$ cat config.mk
export PLATFORM = sky130hd
export DESIGN_NAME = serial_in
export DESIGN_NICKNAME = d
export VERILOG_FILES = /design/src/rtl/serial_in.sv
export SDC_FILE = /design/constraint.sdc
export NUM_CORES = 1
export LEC_CHECK = 0
export ABC_AREA = 0
export BUFFER_PORTS_ARGS = -buffer_cell sky130_fd_sc_hd__buf_2
export CELL_PAD_IN_SITES_DETAIL_PLACEMENT = 0
export CELL_PAD_IN_SITES_GLOBAL_PLACEMENT = 1
export CORE_ASPECT_RATIO = 1.75
export CORE_MARGIN = 2
export CORE_UTILIZATION = 41
export DETAILED_ROUTE_END_ITERATION = 8
export PLACE_DENSITY_LB_ADDON = 0.08
export SYNTH_ARGS = -nofsm -noshare
export SYNTH_HDL_FRONTEND = slang
export SYNTH_SLANG_ARGS = --single-unit
$ cat constraint.sdc
create_clock -name dataClk -period 2.15 [get_ports dataClk]
set_input_delay 0.215 -clock dataClk [delete_from_list [all_inputs] [get_ports dataClk]]
set_output_delay 0.215 -clock dataClk [all_outputs]
set_load 0.02 [all_outputs]
$ cat src/rtl/serial_in.sv
// -----------------------------------------------------------------------------
// serial_in -- serial-to-parallel byte receiver
//
// Receives frames from a one-bit-per-clock serial line that idles high.
// Frame: start bit (0), then 8 data bits MSB first, then the line returns high
// (stop bit). There is no oversampling; every dataClk rising edge samples
// exactly one bit. A received byte is held in a one-deep holding register
// until the consumer accepts it.
//
// Optional build macro:
//   FRAME_CHECK_EN  - adds STOP and WAIT_HIGH states. The stop bit is sampled
//                     on its own edge. A 0 there drops the byte, pulses
//                     frameErr, and the receiver waits for the line to go
//                     high again. Without the macro the byte completes on
//                     the last data bit and frameErr is tied low.
//
// Ports:
//   dataClk          in   clock, all state changes on the rising edge
//   rst_n            in   asynchronous active-low reset; release is synchronized
//   serialDataIn     in   serial line, idle high
//   dataReady        in   consumer accepts the held byte (ignored when empty)
//   parallelDataOut  out  [7:0] last loaded byte
//   dataValid        out  parallelDataOut holds an unconsumed byte
//   overrun          out  sticky: a completed byte was dropped (cleared by reset)
//   frameErr         out  one-cycle pulse on a bad stop bit
//
// Handshake: a byte is transferred on a rising edge where dataValid=1 and
// dataReady=1. dataValid may not drop without such a transfer. A new byte
// may be loaded on the same edge that the held byte is transferred.
// -----------------------------------------------------------------------------
module serial_in (
    input  logic       dataClk,
    input  logic       rst_n,
    input  logic       serialDataIn,
    input  logic       dataReady,
    output logic [7:0] parallelDataOut,
    output logic       dataValid,
    output logic       overrun,
    output logic       frameErr
);

`ifdef FRAME_CHECK_EN
    typedef enum logic [1:0] {
        IDLE      = 2'd0,
        DATA      = 2'd1,
        STOP      = 2'd2,
        WAIT_HIGH = 2'd3
    } state_t;
`else
    typedef enum logic {
        IDLE = 1'b0,
        DATA = 1'b1
    } state_t;
`endif

    // FSM state; kept as a named signal so checkers can bind to it.
    state_t     state;
    state_t     stateNext;

    logic [2:0] bitCnt;
    logic [2:0] bitCntNext;
    logic [7:0] shiftReg;
    logic [7:0] shiftNext;

    // Completion strobe and the byte to load on that edge.
    logic       byteDone;
    logic [7:0] byteNext;

`ifdef FRAME_CHECK_EN
    logic       frameBad;
`endif

    // -------------------------------------------------------------------------
    // Reset release. Assertion is asynchronous through every flop. runEn
    // follows release by one edge, so the first edge that updates state is
    // the second rising edge after rst_n goes high.
    // -------------------------------------------------------------------------
    logic runEn;

    always_ff @(posedge dataClk or negedge rst_n) begin
        if (!rst_n) begin
            runEn <= 1'b0;
        end else begin
            runEn <= 1'b1;
        end
    end

    // -------------------------------------------------------------------------
    // Receive FSM: state register
    // -------------------------------------------------------------------------
    always_ff @(posedge dataClk or negedge rst_n) begin
        if (!rst_n) begin
            state    <= IDLE;
            bitCnt   <= 3'd0;
            shiftReg <= 8'h00;
        end else if (runEn) begin
            state    <= stateNext;
            bitCnt   <= bitCntNext;
            shiftReg <= shiftNext;
        end
    end

    // -------------------------------------------------------------------------
    // Receive FSM: next state and completion decode
    // -------------------------------------------------------------------------
    always_comb begin
        stateNext  = state;
        bitCntNext = bitCnt;
        shiftNext  = shiftReg;
        byteDone   = 1'b0;
        byteNext   = shiftReg;
`ifdef FRAME_CHECK_EN
        frameBad   = 1'b0;
`endif

        case (state)
            IDLE: begin
                // A sampled 0 is the start bit. A 1 keeps the line idle.
                if (!serialDataIn) begin
                    stateNext  = DATA;
                    bitCntNext = 3'd0;
                end
            end

            DATA: begin
                shiftNext  = {shiftReg[6:0], serialDataIn};
                // 3-bit counter wraps 7 -> 0 on the last data bit.
                bitCntNext = bitCnt + 3'd1;
                if (bitCnt == 3'd7) begin
`ifdef FRAME_CHECK_EN
                    stateNext = STOP;
`else
                    // The byte is complete on this edge. Return to IDLE
                    // so a start bit on the very next edge is accepted.
                    stateNext = IDLE;
                    byteDone  = 1'b1;
                    byteNext  = {shiftReg[6:0], serialDataIn};
`endif
                end
            end

`ifdef FRAME_CHECK_EN
            STOP: begin
                if (serialDataIn) begin
                    stateNext = IDLE;
                    byteDone  = 1'b1;
                end else begin
                    // Bad stop bit. Drop the byte and do not accept a new
                    // start until the line has been seen high again.
                    stateNext = WAIT_HIGH;
                    frameBad  = 1'b1;
                end
            end

            WAIT_HIGH: begin
                if (serialDataIn) begin
                    stateNext = IDLE;
                end
            end
`endif

            default: begin
                stateNext = IDLE;
            end
        endcase
    end

    // -------------------------------------------------------------------------
    // Holding register and status flags.
    // A completing byte loads when the holder is empty or is being emptied
    // on this same edge. Otherwise the new byte is lost and overrun sets.
    // parallelDataOut changes only on a load.
    // -------------------------------------------------------------------------
    always_ff @(posedge dataClk or negedge rst_n) begin
        if (!rst_n) begin
            parallelDataOut <= 8'h00;
            dataValid       <= 1'b0;
            overrun         <= 1'b0;
        end else if (runEn) begin
            if (byteDone) begin
                if (!dataValid || dataReady) begin
                    parallelDataOut <= byteNext;
                    dataValid       <= 1'b1;
                end else begin
                    overrun <= 1'b1;
                end
            end else if (dataValid && dataReady) begin
                dataValid <= 1'b0;
            end
        end
    end

`ifdef FRAME_CHECK_EN
    // One-cycle pulse, registered on the edge that sampled the bad stop bit.
    always_ff @(posedge dataClk or negedge rst_n) begin
        if (!rst_n) begin
            frameErr <= 1'b0;
        end else if (runEn) begin
            frameErr <= frameBad;
        end
    end
`else
    assign frameErr = 1'b0;
`endif

endmodule
# Word-level counts from Yosys, hierarchy flattened
# Index checks and enable logic that the tools add are counted.
# word_totals
regBits	23
input_bits	4
# classes
muxes	12
add_sub_neg	1
reduce_logical	9
eq_ne	3
bitwise_logic	2
# op_table
op	count
$mux W8	2
$reduce_and A3 Y1	3
$mux W1	7
$pmux W3 S2	1
$reduce_and A2 Y1	2
$add A3 B1 Y3 const B	1
$eq A3 B3 Y1 const B	1
$mux W3	1
$ne A2 B1 Y1 const B	1
$ne A2 B2 Y1 const B	1
$not A1 Y1	2
$pmux W1 S2	1
$reduce_bool A2 Y1	1
$logic_and A1 B1 Y1	1
$logic_not A1 Y1	1
$logic_or A1 B1 Y1	1

# Logic depth before layout (Yosys ltp)
# depth
ltp_word	5
ltp_mapped	6
ltp_nobuf	5

# Worst setup path before layout
# OpenSTA, ideal clock, no wires.
# synth_path
kind	reg2reg
start	register bitCnt[0]
end	register parallelDataOut[6]
setup_time_ns	0.125
path_slack_ns	0.637
arrival_time_ns	1.388
path_stages_with_launch	6
t_required_ns	2.025
path_cell_list	dfrtp_1 ha_1 ha_1 nand2_4 mux2_4 mux2_4
# synth_via
elab_chain_cells	4
# synth_lines
element	line_no	text
start, declared	60	logic [2:0] bitCnt;
start signal, assigned	98	bitCnt <= bitCntNext;
$eq A3 B3 Y1 *	129	if (bitCnt == 3'd7) begin
$mux W1	129	
$mux W1	116	case (state)
$reduce_and A3 Y1 (no source line)	n/a	
end signal, assigned	182	parallelDataOut <= byteNext;
end, declared	36	output logic [7:0] parallelDataOut,
# Every way passes the cells marked *; elsewhere a longest branch is shown, timed or not.
# A chain may end at the register's enable or synchronous reset.

# Final worst setup path
# layout_path
start	register bitCnt[0]
end	register parallelDataOut[0]
# Same word-level chain as after synthesis.

==> impl_metrics.toml <==
[status]
status = "completed"

[timing]
rsz0062_at_grt = "false"
setup_tns_ns = 0
hold_viol = 0
worst_pin_slew_ns = 0.5114
setup_viol = 0
period_needed_ns = 1.587
finalClockSkew_ns = 0.0009553
period_share_pct = 73.83
fin_worst_hold_slack_ns = 0.2019
slew_headroom_pct = 65.91
setup_slack_ns = 0.5627
maxSlewViolCount = 0
fmax_ghz = 0.6300

[hold_path]
hold_class = "in -> reg"

[synthesis]
yosysMostFrequentCell = "dfrtp_1"
synth_top_cells_by_count = "23 x dfrtp_1, 10 x mux2_4, 7 x mux2_2"
synth_cells = 68
yosysUniqueCellTypes = 21
async_flop_share_pct = 100.0
synth_edf_count = 0
synth_nets = 75
netlist_top_cells_area = "dfrtp_1 57%, mux2_4 15%, mux2_2 7.8%"
yosys_warnings = 0
synth_flop_cell = "dfrtp_1"
synth_top_cell_by_area = "dfrtp_1"
ys_ff_latch = 23
seq_area_frac_synth_pct = 57.07
avgSynthCellArea_um2 = 14.83
netlist_area_um2 = 1008
yosys.area.top_type_share_pct = 57.07

[clock_tree]
cts_max_path_buffers = 2
clk_latency_ns = 0.26
htreeDepth = 1
path_clk_slew_ns = 0.08
cts_buffers = 3
postCtsSetupBuffers = 0
cts_tree = "built"
clock_sinks = 23
clockRootBuffer = "clkbuf_8"

[floorplanning]
fp.dieArea_um2 = 2888
die_w_um = 41.49
row_count = 23
io_pins = 15
initial_core_util_pct = 43.80
core_area_um2 = 2302
die_y_um = 69.61

[critical_path]
required_ns = 2.30
arrival_ns = 1.74
path_max_fanout = 8
startpoint_type = "flip-flop"
path_class = "reg -> reg"
end_kind = "flip-flop"

[layout]
area_growth_pct = 12.16
postLayoutCoreUtil_pct = 49.13
num_antenna_cells = 0
design_area_um2 = 1131
drive_above_1_share_pct = 46.99
final_cells = 108
fillers = 218
finalNetCount = 91

[drt]
dr.pass1.iters = 4
drt_iter0_drc = 5
drc = 0
ant_nets = 0
detailroute.via_count = 522
viasPerCell = 4.833
totalWireLength_um = 1471
wl_per_cell_um = 13.62

[placed_design]
numPortBuffers = 13
dp_hpwl_um = 1077
pre_cts_ws_ns = 0.5467
dp_cells = 103
gp_congestion = 0.6511
place_area_um2 = 1075

[grt]
grt_use_met1_pct = 14.69
grt_pass1_vias = 545
overflow = 0
met2_usage_pct = 17.53
grt.busiest_layer = "met2"
met3_usage_pct = 1.563
grt_max_degree = 24
grt_pass1_wl_um = 2497
grt_usage_pct = 11.28
grt_antenna_before_repair = 0

[power_and_ir_drop]
peakVddDrop_v = 0.0005285
power.total_mw = 1.527
p_leak_nw = 0.5705
p_per_area_nw_per_um2 = 1350

[job]
cap_violations = 0
per-layer routing:
metal	vias up	routed length, um
li1	260	-
met3	2	53
met1	250	639
met2	10	760
met5	-	0
met4	0	18
logic make-up after synthesis:
group | Yosys count | share of synthesized area [%]
other | 2 | 0.7447
adders and majority gates | 3 | 3.722
AOI/OAI and AO/OA | 8 | 5.584
and+or+nand+nor | 10 | 6.080
buffers and inverters | 5 | 4.093
muxes | 17 | 22.70
DFF | 23 | 57.07
repair_timing:
item,in CTS,in global routing
hold buffers,1,0
gates resized for setup,0,0
hold endpoints to repair,23,0
layout make-up:
type | instances | area (um^2) | share of cell area (%)
Timing Repair Buffer | 15 | 82.58 | 7.301
Tap cell | 25 | 31.28 | 2.765
Multi-Input combinational cell | 40 | 391.6 | 34.62
Clock buffer | 3 | 41.29 | 3.650
Sequential cell | 23 | 575.6 | 50.89
Clock inverter | 1 | 5.005 | 0.4425
Inverter | 1 | 3.754 | 0.3319
registers in the layout (all words and copies together) (netlist names):
register	count
dataValid	1
overrun	1
shiftReg	8
parallelDataOut	8
state	1
runEn	1
bitCnt	3
worst max-delay path, stage by stage (launching register included):
cell and delay, ns:
dfrtp_1 0.37, ha_1 0.18, ha_1 0.18, nand3_2 0.11, nor2b_2 0.13, buf_4 0.20
mux2_4 0.31
path summary, 6_finish.rpt:
check                      cells after the start                 end         start  slack [ns]
max reg2reg                                    6  parallelDataOut[0]     bitCnt[0]        0.56
max                                            6  parallelDataOut[0]     bitCnt[0]        0.56
min reg2reg                                    1             overrun       overrun        0.49
max in group asynchronous                      2  parallelDataOut[5]         rst_n        1.35
min                                            2  parallelDataOut[0]  serialDataIn        0.20
min in group asynchronous                      2  parallelDataOut[7]         rst_n        0.45
placed cells by master, fill, tap and decap left out, drive strengths merged:
cell | synthesis | final
nor2b | 1 | 1
a31oi | 1 | 1
nand2b | 1 | 1
clkbuf | 0 | 3
ha | 3 | 3
o21ai | 2 | 2
nand3 | 1 | 1
clkinv | 0 | 1
conb | 2 | 2
inv | 1 | 1
a21oi | 1 | 1
dlygate4sd3 | 0 | 1
a32o | 2 | 2
dfrtp | 23 | 23
nor2 | 1 | 1
nand2 | 6 | 6
o21bai | 1 | 1
a21o | 1 | 1
mux2 | 17 | 17
buf | 4 | 14
where the power goes:
part	internal, mW	switching, mW	total (mW)
Sequential	0.612	0.126	0.738
Combinational	0.296	0.232	0.528
Clock	0.129	0.132	0.261
No activity file was read; power rests on OpenSTA's default activity.
